==> src/rtl/fp_add_pipe.sv <==
// fp_add_pipe
//   Three-stage pipelined floating-point adder/subtractor for the
//   sign/exponent/explicit-fraction format:
//     value = (-1)^sign * 0.frac * 2^exp, exponent unsigned (no bias),
//     normalised fraction has its MSB set, frac == 0 means zero.
//   Stages: align (p1), add/subtract (p2), normalise + round-to-nearest-even
//   (output register). A single advance enable freezes the whole pipe while
//   the output is valid and not accepted downstream.
//
// Ports
//   clk, rst_n           clock (rising edge), asynchronous active-low reset
//   i_valid / i_ready    operand handshake; i_ready = !o_valid | o_ready
//   i_sub                0: a + b, 1: a - b
//   i_a, i_b             operands {sign, exp[EXP_W-1:0], frac[FRAC_W-1:0]}
//   o_valid / o_ready    result handshake
//   o_res                result {sign, exp, frac}
//   o_overflow           result saturated to max magnitude (with o_valid)
//   o_underflow          nonzero result flushed to +0 (with o_valid)
module fp_add_pipe #(
    parameter int EXP_W  = 4,
    parameter int FRAC_W = 8
) (
    input  logic                  clk,
    input  logic                  rst_n,
    input  logic                  i_valid,
    output logic                  i_ready,
    input  logic                  i_sub,
    input  logic [EXP_W+FRAC_W:0] i_a,
    input  logic [EXP_W+FRAC_W:0] i_b,
    output logic                  o_valid,
    input  logic                  o_ready,
    output logic [EXP_W+FRAC_W:0] o_res,
    output logic                  o_overflow,
    output logic                  o_underflow
);

    localparam int W   = 1 + EXP_W + FRAC_W;
    localparam int MW  = EXP_W + FRAC_W;      // {exp, frac} magnitude key
    localparam int XW  = FRAC_W + 3;          // fraction + guard/round/sticky
    localparam int SW  = FRAC_W + 4;          // extended fraction + carry
    localparam int EW  = EXP_W + 2;           // exponent with overflow headroom
    localparam int LZW = $clog2(XW + 1);
    localparam logic [EW-1:0] EXP_MAX = EW'((1 << EXP_W) - 1);

    // Right shift that folds every bit pushed past the sticky position into
    // the sticky bit. Shifts of XW or more leave only the sticky bit.
    function automatic logic [XW-1:0] align_shift(input logic [XW-1:0] v,
                                                   input logic [EXP_W-1:0] sh);
        logic [XW-1:0] kept;
        logic [XW-1:0] lost;
        kept = v >> sh;
        lost = v & ~({XW{1'b1}} << sh);
        return {kept[XW-1:1], kept[0] | (|lost)};
    endfunction

    // Leading-zero count of the extended fraction (XW when all zero).
    function automatic logic [LZW-1:0] lzc(input logic [XW-1:0] v);
        logic [LZW-1:0] n;
        n = LZW'(XW);
        for (int i = 0; i < XW; i++) begin
            if (v[i]) n = LZW'(XW - 1 - i);
        end
        return n;
    endfunction

    // Round-to-nearest-even on {frac, G, R, S}; MSB of the result is the
    // carry out of the rounding increment.
    function automatic logic [FRAC_W:0] round_rne(input logic [XW-1:0] v);
        logic up;
        up = v[2] & (v[1] | v[0] | v[3]);
        return {1'b0, v[XW-1:3]} + {{FRAC_W{1'b0}}, up};
    endfunction

    // Largest representable magnitude with the given sign.
    function automatic logic [W-1:0] sat_word(input logic s);
        return {s, {EXP_W{1'b1}}, {FRAC_W{1'b1}}};
    endfunction

    logic en;
    assign en      = !o_valid | o_ready;
    assign i_ready = en;

    // ---------------- stage 1: compare and align ----------------
    logic              sa, sb, a_big;
    logic [MW-1:0]     mag_a, mag_b, mag_big, mag_small;
    logic [EXP_W-1:0]  diff;
    logic              sign_big;

    always_comb begin
        sa = i_a[W-1];
        sb = i_b[W-1] ^ i_sub;
        // A zero operand compares as the smallest magnitude regardless of
        // its exponent field, so it never dictates the result exponent.
        mag_a = (i_a[FRAC_W-1:0] == '0) ? '0 : i_a[MW-1:0];
        mag_b = (i_b[FRAC_W-1:0] == '0) ? '0 : i_b[MW-1:0];
        a_big = mag_a > mag_b;
        mag_big   = a_big ? mag_a : mag_b;
        mag_small = a_big ? mag_b : mag_a;
        sign_big  = a_big ? sa : sb;
        diff = mag_big[MW-1:FRAC_W] - mag_small[MW-1:FRAC_W];
    end

    logic              vld_p1;
    logic              sign_p1;
    logic              sub_p1;
    logic [EXP_W-1:0]  exp_p1;
    logic [XW-1:0]     big_p1;
    logic [XW-1:0]     small_p1;

    always_ff @(posedge clk) begin
        if (en) begin
            sign_p1  <= sign_big;
            sub_p1   <= sa ^ sb;
            exp_p1   <= mag_big[MW-1:FRAC_W];
            big_p1   <= {mag_big[FRAC_W-1:0], 3'b000};
            small_p1 <= align_shift({mag_small[FRAC_W-1:0], 3'b000}, diff);
        end
    end

    // ---------------- stage 2: add / subtract magnitudes ----------------
    logic              vld_p2;
    logic              sign_p2;
    logic [EXP_W-1:0]  exp_p2;
    logic [SW-1:0]     sum_p2;

    // big >= small always holds, so the difference never goes negative.
    always_ff @(posedge clk) begin
        if (en) begin
            sign_p2 <= sign_p1;
            exp_p2  <= exp_p1;
            sum_p2  <= sub_p1 ? ({1'b0, big_p1} - {1'b0, small_p1})
                              : ({1'b0, big_p1} + {1'b0, small_p1});
        end
    end

    always_ff @(posedge clk or negedge rst_n) begin
        if (!rst_n) begin
            vld_p1 <= 1'b0;
            vld_p2 <= 1'b0;
        end else if (en) begin
            vld_p1 <= i_valid;
            vld_p2 <= vld_p1;
        end
    end

    // ---------------- stage 3: normalise, round, saturate ----------------
    logic [LZW-1:0]    lz;
    logic [XW-1:0]     norm;
    logic [EW-1:0]     exp_n, exp_r;
    logic [FRAC_W:0]   rnd;
    logic [FRAC_W-1:0] frac_r;
    logic              zero_r, ovf, unf;
    logic [W-1:0]      res;

    always_comb begin
        lz     = lzc(sum_p2[XW-1:0]);
        norm   = '0;
        exp_n  = '0;
        zero_r = 1'b0;
        unf    = 1'b0;
        ovf    = 1'b0;
        res    = '0;
        if (sum_p2[SW-1]) begin
            // Carry out of the add: the bit dropped off the bottom joins sticky.
            norm  = {sum_p2[SW-1:2], sum_p2[1] | sum_p2[0]};
            exp_n = EW'(exp_p2) + EW'(1);
        end else if (sum_p2[XW-1:0] == '0) begin
            zero_r = 1'b1;
        end else if (EW'(lz) > EW'(exp_p2)) begin
            // Normalising would need a negative exponent.
            zero_r = 1'b1;
            unf    = 1'b1;
        end else begin
            norm  = sum_p2[XW-1:0] << lz;
            exp_n = EW'(exp_p2) - EW'(lz);
        end

        rnd    = round_rne(norm);
        frac_r = rnd[FRAC_W-1:0];
        exp_r  = exp_n;
        if (rnd[FRAC_W]) begin
            frac_r = {1'b1, {(FRAC_W-1){1'b0}}};
            exp_r  = exp_n + EW'(1);
        end

        if (zero_r) begin
            res = '0;
        end else if (exp_r > EXP_MAX) begin
            res = sat_word(sign_p2);
            ovf = 1'b1;
        end else begin
            res = {sign_p2, exp_r[EXP_W-1:0], frac_r};
        end
    end

    always_ff @(posedge clk or negedge rst_n) begin
        if (!rst_n) begin
            o_valid     <= 1'b0;
            o_res       <= '0;
            o_overflow  <= 1'b0;
            o_underflow <= 1'b0;
        end else if (en) begin
            o_valid     <= vld_p2;
            o_res       <= res;
            o_overflow  <= vld_p2 & ovf;
            o_underflow <= vld_p2 & unf;
        end
    end

endmodule
==> config.mk <==
export PLATFORM = sky130hd
export DESIGN_NAME = fp_add_pipe
export DESIGN_NICKNAME = d
export VERILOG_FILES = /design/src/rtl/fp_add_pipe.sv
export SDC_FILE = /design/constraint.sdc
export NUM_CORES = 1
export LEC_CHECK = 0
export ABC_AREA = 1
export CAP_MARGIN = 30
export CORE_MARGIN = 2
export CORE_UTILIZATION = 55
export DETAILED_ROUTE_END_ITERATION = 12
export GPL_ROUTABILITY_DRIVEN = 0
export PLACE_DENSITY = 0.77
export RECOVER_POWER = 100
export SLEW_MARGIN = 15
export SYNTH_ARGS = -nofsm -noshare
export SYNTH_HDL_FRONTEND = slang
export SYNTH_SLANG_ARGS = --single-unit
==> constraint.sdc <==
create_clock -name clk -period 4.8 [get_ports clk]
set_clock_uncertainty 0.2 [all_clocks]
set_input_delay 0.72 -clock clk [delete_from_list [all_inputs] [get_ports clk]]
set_output_delay 0.72 -clock clk [all_outputs]
set_load 0.05 [all_outputs]
==> Word level (Yosys, flattened, before mapping) <==
Index checks and enable logic that the tools add are counted.
{ "op_classes": {"reduce_logical": 5, "bitwise_logic": 12, "addsub": 7, "muxes": 34, "order_cmp": 3, "shift": 3} }
{ "ops": {"columns": ["operator", "count"], "rows": [
  ["$mux W12", 6],
  ["$mux W4", 10],
  ["$mux W11", 3],
  ["$mux W6", 4],
  ["$logic_not A8 Y1", 2],
  ["$mux W13", 1],
  ["$add A11 B11 Y12", 1],
  ["$gt A12 B12 Y1", 1],
  ["$sub A11 B11 Y12", 1],
  ["$and A11 B11 Y11", 1],
  ["$logic_not A11 Y1", 1],
  ["$not A11 Y11", 1],
  ["$reduce_or A11 Y1", 1],
  ["$shl A11 B4 Y11", 1],
  ["$shl A11 B4 Y11 const A", 1],
  ["$shr A11 B4 Y11", 1],
  ["$add A8 B1 Y9", 1],
  ["$mux W1", 9],
  ["$mux W8", 1],
  ["$add A6 B1 Y6 const B", 1],
  ["$gt A6 B4 Y1 const B", 1],
  ["$add A4 B1 Y5 const B", 1],
  ["$or A1 B1 Y1", 5],
  ["$sub A4 B4 Y5", 1],
  ["other kinds (5)", 8]
]} }
{ "word_totals": {"inputBits": 31, "regBits": 60, "output_inout_bits": 17, "wordCells": 78} }

==> Logic depth before layout (Yosys ltp) <==
{ "depth": {"ltp_word": 24, "ltp_mapped": 30, "depth_no_buf": 30} }

==> Worst setup path after synthesis <==
Ideal clock, no wire load.
{ "synth_path": {"kind": "input-to-reg", "from": "in i_a[0]", "to": "reg small_p1[0] (data pin)", "arrival_ns": 3.298, "n_path_buf": 1, "required_ns": 4.340, "path_slack_ns": 1.042, "setup_ns": 0.260, "path_stages": 22, "cell_sequence": "inv_1 nand4_1 nor2_1 inv_1 nand2_1 inv_1 ha_1 inv_2 nor3_4 nand3_1 o2111ai_2 nand2_2 nand3_1 nand3_1 ha_1 clkbuf_1 nand3_1 nand3_1 nand2_1 nand2_1 nor2_1 nand3_1"} }
{ "synth_between": {"elab_chain_cells": 10, "elab_cells_between_ends": 12, "cone_classes": "add/sub: 1; order compare: 1; shift: 2; mux: 3; bitwise: 3; reduce/logical: 2"} }
{ "synth_rtl": {"columns": ["element", "line", "source"], "rows": [
  ["from (decl)", "28", "input logic [EXP_W+FRAC_W:0] i_a,"],
  ["$logic_not A8 Y1", "94", "mag_a = (i_a[FRAC_W-1:0] == '0) ? '0 : i_a[MW-1:0];"],
  ["$mux W12 (*)", "94", null],
  ["$gt A12 B12 Y1", "96", "a_big = mag_a > mag_b;"],
  ["$mux W12, on equally long branches", "97, 98", null],
  ["$sub A4 B4 Y4", "100", "diff = mag_big[MW-1:FRAC_W] - mag_small[MW-1:FRAC_W];"],
  ["$shl A11 B4 Y11", "52", "lost = v & ~({XW{1'b1}} << sh);"],
  ["$not A11 Y11", "52", null],
  ["$and A11 B11 Y11", "52", null],
  ["$reduce_or A11 Y1", "53", "return {kept[XW-1:1], kept[0] | (|lost)};"],
  ["$or A1 B1 Y1 (*)", "53", null],
  ["to (signal assigned)", "116", "small_p1 <= align_shift({mag_small[FRAC_W-1:0], 3'b000}, diff);"],
  ["to (decl)", "108", "logic [XW-1:0] small_p1;"]
]} }
Mark *: on every way between the ends. The rest lies on a longest branch, timed or not.
A chain may end at the register's enable or synchronous reset.

==> Worst setup path after layout <==
{ "layout_path": {"from": "in i_a[2]", "to": "reg small_p1[0] (data pin)"} }
The elaborated chain is that of the path after synthesis.

==> impl_metrics.py <==
metrics = {
    "route": {
        "routed_wirelength_um": 11100,
        "wire_per_inst_um": 12.8,
        "firstDrtPassIters": 5,
        "ant_nets": 0,
        "drcViolationCount": 0,
        "viasPerCell": 5.42,
        "dr_total_vias": 4714,
        "drtIter0Drc": 244,
    },
    "critical_path": {
        "critPathKind": "in -> reg",
        "worstPathCellList": "clkdlybuf4s50_1 > inv_1 > nand4_1 > nor2_1 > inv_1 > nand2_1 > inv_1 > ha_1 > nand2_1 > nor3_4 > nand3_1 > o2111ai_2 > nand2_1 > nand3_1 > nand3_1 > ha_1 > clkbuf_1 > nand2_1 > o21ai_1 > nand2_1 > nand2_1 > nand2_1 > nand2_1 > nand3_1",
        "cp_slowest_cell": "clkdlybuf4s50_1",
        "crit_required_ns": 4.68,
        "crit_fanout": 10,
        "cp-end-kind": "flop",
        "worst_ep_arrival_time_ns": 4.41,
        "startpoint_type": "input port",
        "crit_top_cell": "nand2_1",
        "cpPeakStageDelay_ns": 0.44,
    },
    "floorplanning": {
        "die_w_um": 100,
        "core_area_mm2": 0.00911,
        "rows": 35,
        "fp.dieH_um": 100,
        "boundaryPins": 48,
        "die_area_mm2": 0.0101,
        "initial_core_util": 0.561,
    },
    "job": {
        "maxCapViolations": 0,
    },
    "place": {
        "hpwl_um": 8940,
        "port_buffers": 47,
        "place_area_mm2": 0.00565,
    },
    "grt": {
        "grt_pass1_vias": 4556,
        "grt_max_degree": 57,
        "grt_use_total": 0.240,
        "overflow": 0,
        "grt_pass1_wl_um": 19500,
        "antenna_found_initial": 0,
    },
    "synth": {
        "netlist_area_mm2": 0.00511,
        "synthTopCellsByArea": "edfxtp_1 25%, nand2_1 16%, ha_1 9.1%",
        "synth_fa_ha_area_frac": 0.0985,
        "synth.mux.area_fraction": 0.00808,
        "synth-xor-area-share": 0.0257,
        "yosysWarningCount": 0,
        "synth_cell_types": 46,
        "synth_simple_gate_area_frac": 0.312,
        "yosysTopAreaCell": "edfxtp_1",
        "synth_compound_area_frac": 0.121,
        "post-synth-top-area-fraction": 0.247,
        "syn-mean-instance-area_um2": 7.17,
        "syn_nets": 783,
        "yosysSeqAreaShare": 0.335,
        "synth_top_family_by_area": "simple AND/OR/NAND/NOR gates",
        "synthCells": 713,
        "synth_seq_cells": 60,
    },
    "power_and_ir_drop": {
        "ir_drop_mv": 0.239,
        "p_int_mw": 1.73,
        "pwr-share-seq": 0.271,
        "pwr-share-clk": 0.132,
        "p_switching_mw": 1.70,
        "powerDensity_mw_per_mm2": 589,
        "swShare": 0.495,
        "p_leak_nw": 2.89,
        "p_comb_frac": 0.597,
    },
    "sta": {
        "maxSlewViolCount": 0,
        "finalHoldViolCount": 0,
        "finalSetupViolCount": 0,
        "period_share": 0.943,
        "min_period_ns": 4.53,
        "setup_tns_ns": 0,
        "clock.fmax_mhz": 221,
        "rsz0062_at_grt": "false",
        "maxSlewHeadroom": 0.444,
        "tightest_slew_ns": 0.831,
    },
    "clock_network": {
        "h-tree-depth": 3,
        "cts_tree": "done",
        "cts_buffers": 9,
        "cts_resized": 0,
        "clockRootBuffer": "clkbuf_8",
        "hold_buffers": 0,
        "path_clk_slew_ns": 0.07,
        "clock_sinks": 60,
        "insertion_delay_ns": 0.35,
        "cts_buffer_depth": 2,
        "postCtsSetupRepairBufs": 0,
    },
    "final_layout": {
        "drive_gt1_frac": 0.0765,
        "final_area_mm2": 0.00583,
        "final_common_cell": "nand2_1",
        "n_antenna_cell": 0,
        "layout.nets": 823,
        "multi_input_area_mm2": 0.00288,
        "ff_latch_area_mm2": 0.00171,
        "final_cell_mix": "221 x nand2_1, 93 x inv_1, 61 x nand3_1, 42 x edfxtp_1, 41 x nor2_1",
        "area_growth_pct": 14.1,
        "fillCellCount": 823,
    },
    "run_status": {
        "outcome": "complete, no violations",
    },
    "min_path": {
        "min_path_type": "reg -> reg",
    },
}
-- metrics by stage --
| step | util | total power, mW | worst slack [ns] | instances | hold slack (ns) |
|---|---|---|---|---|---|
| 4_1_cts | 0.642 | 3.47 | 0.486 | 869 | 0.224 |
| 3_3_place_gp | 0.620 | 2.94 | 0.272 | 853 | 0.200 |
| 3_5_place_dp | 0.620 | 3.00 | 0.122 | 853 | 0.207 |
| 6_report | 0.640 | 3.43 | 0.274 | 869 | 0.224 |
| 2_1_floorplan | - | 2.53 | 1.04 | 713 | 0.200 |
| 5_1_grt | 0.640 | 3.78 | 0.0139 | 869 | 0.233 |
-- Yosys cell counts (all sizes together) --
cell	count
nand3	64
clkinv	1
o22ai	4
buf	9
mux2	1
and2	1
edfxtp	42
nor4	1
clkbuf	14
nor3	2
nand2	234
o2111ai	1
o31ai	4
inv	101
xnor2	2
o21ai	58
nor2	46
o211ai	1
xor2	13
a21boi	1
ha	37
fa	2
nand3b	2
a22o	1
or2	1
a211oi	1
dfrtp	18
mux2i	3
o21bai	9
a21oi	26
o21a	1
nand4	12
-- cell type report --
cell class | count | share of cell area
Sequential cell | 60 | 0.294
Clock buffer | 9 | 0.0212
Multi-Input combinational cell | 528 | 0.494
Clock inverter | 7 | 0.0129
Inverter | 102 | 0.0661
Tap cell | 111 | 0.0238
Timing Repair Buffer | 52 | 0.0880
-- final timing paths --
path / to / cells after the start / from / slack, ns
hold / removal: exp_p2[1] / 0 / exp_p1[1] / 0.22
min in group asynchronous: o_res[4] / 1 / rst_n / 0.71
setup / recovery: small_p1[0] / 24 / i_a[2] / 0.27
setup reg to reg: o_res[10] / 26 / sum_p2[8] / 0.54
max in group asynchronous: o_underflow / 1 / rst_n / 3.18
hold reg to reg: exp_p2[1] / 0 / exp_p1[1] / 0.22
-- per-layer routing --
layer	GRT usage	routed length [µm]	up-vias	share of wire
li1	-	-	2410	-
met1	0.276	4740	2129	0.43
met2	0.431	5580	137	0.50
met3	0.0251	372	38	0.033
met4	0.135	451	0	0.040
met5	0	0	-	0
-- worst max-delay path, delay by kind of cell --
kind / cells / cell delay [ns]
AOI/OAI and AO/OA: 2 / 0.23
adders and majority gates: 2 / 0.76
and+or+nand+nor: 15 / 1.64
buffers and inverters: 5 / 1.07
-- power by group through the flow --
stage	clock, mW	combinational [mW]	sequential, mW
CTS	0.460	2.07	0.934
detailed placement	0	2.06	0.945
finish	0.453	2.05	0.930
global route	0.484	2.34	0.954
global placement	0	2.01	0.933
floorplan	0	1.43	1.10
-- sequential cells by signal, summed over array words and instances (netlist names), 4 cells and up --
signal and cells:
big_p1 8, exp_p2 4, o_res 13, sum_p2 12, exp_p1 4, small_p1 11
-- kinds of logic after synthesis --
kind of cell             Yosys count
XOR/XNOR                          15
multiplexers                       4
AND/OR/NAND/NOR                  363
flip-flops                        60
buffers and inverters            125
adder cells (fa/ha/maj)           39
AO/OA/AOI/OAI                    107
No activity file was read; power rests on OpenSTA's default activity.
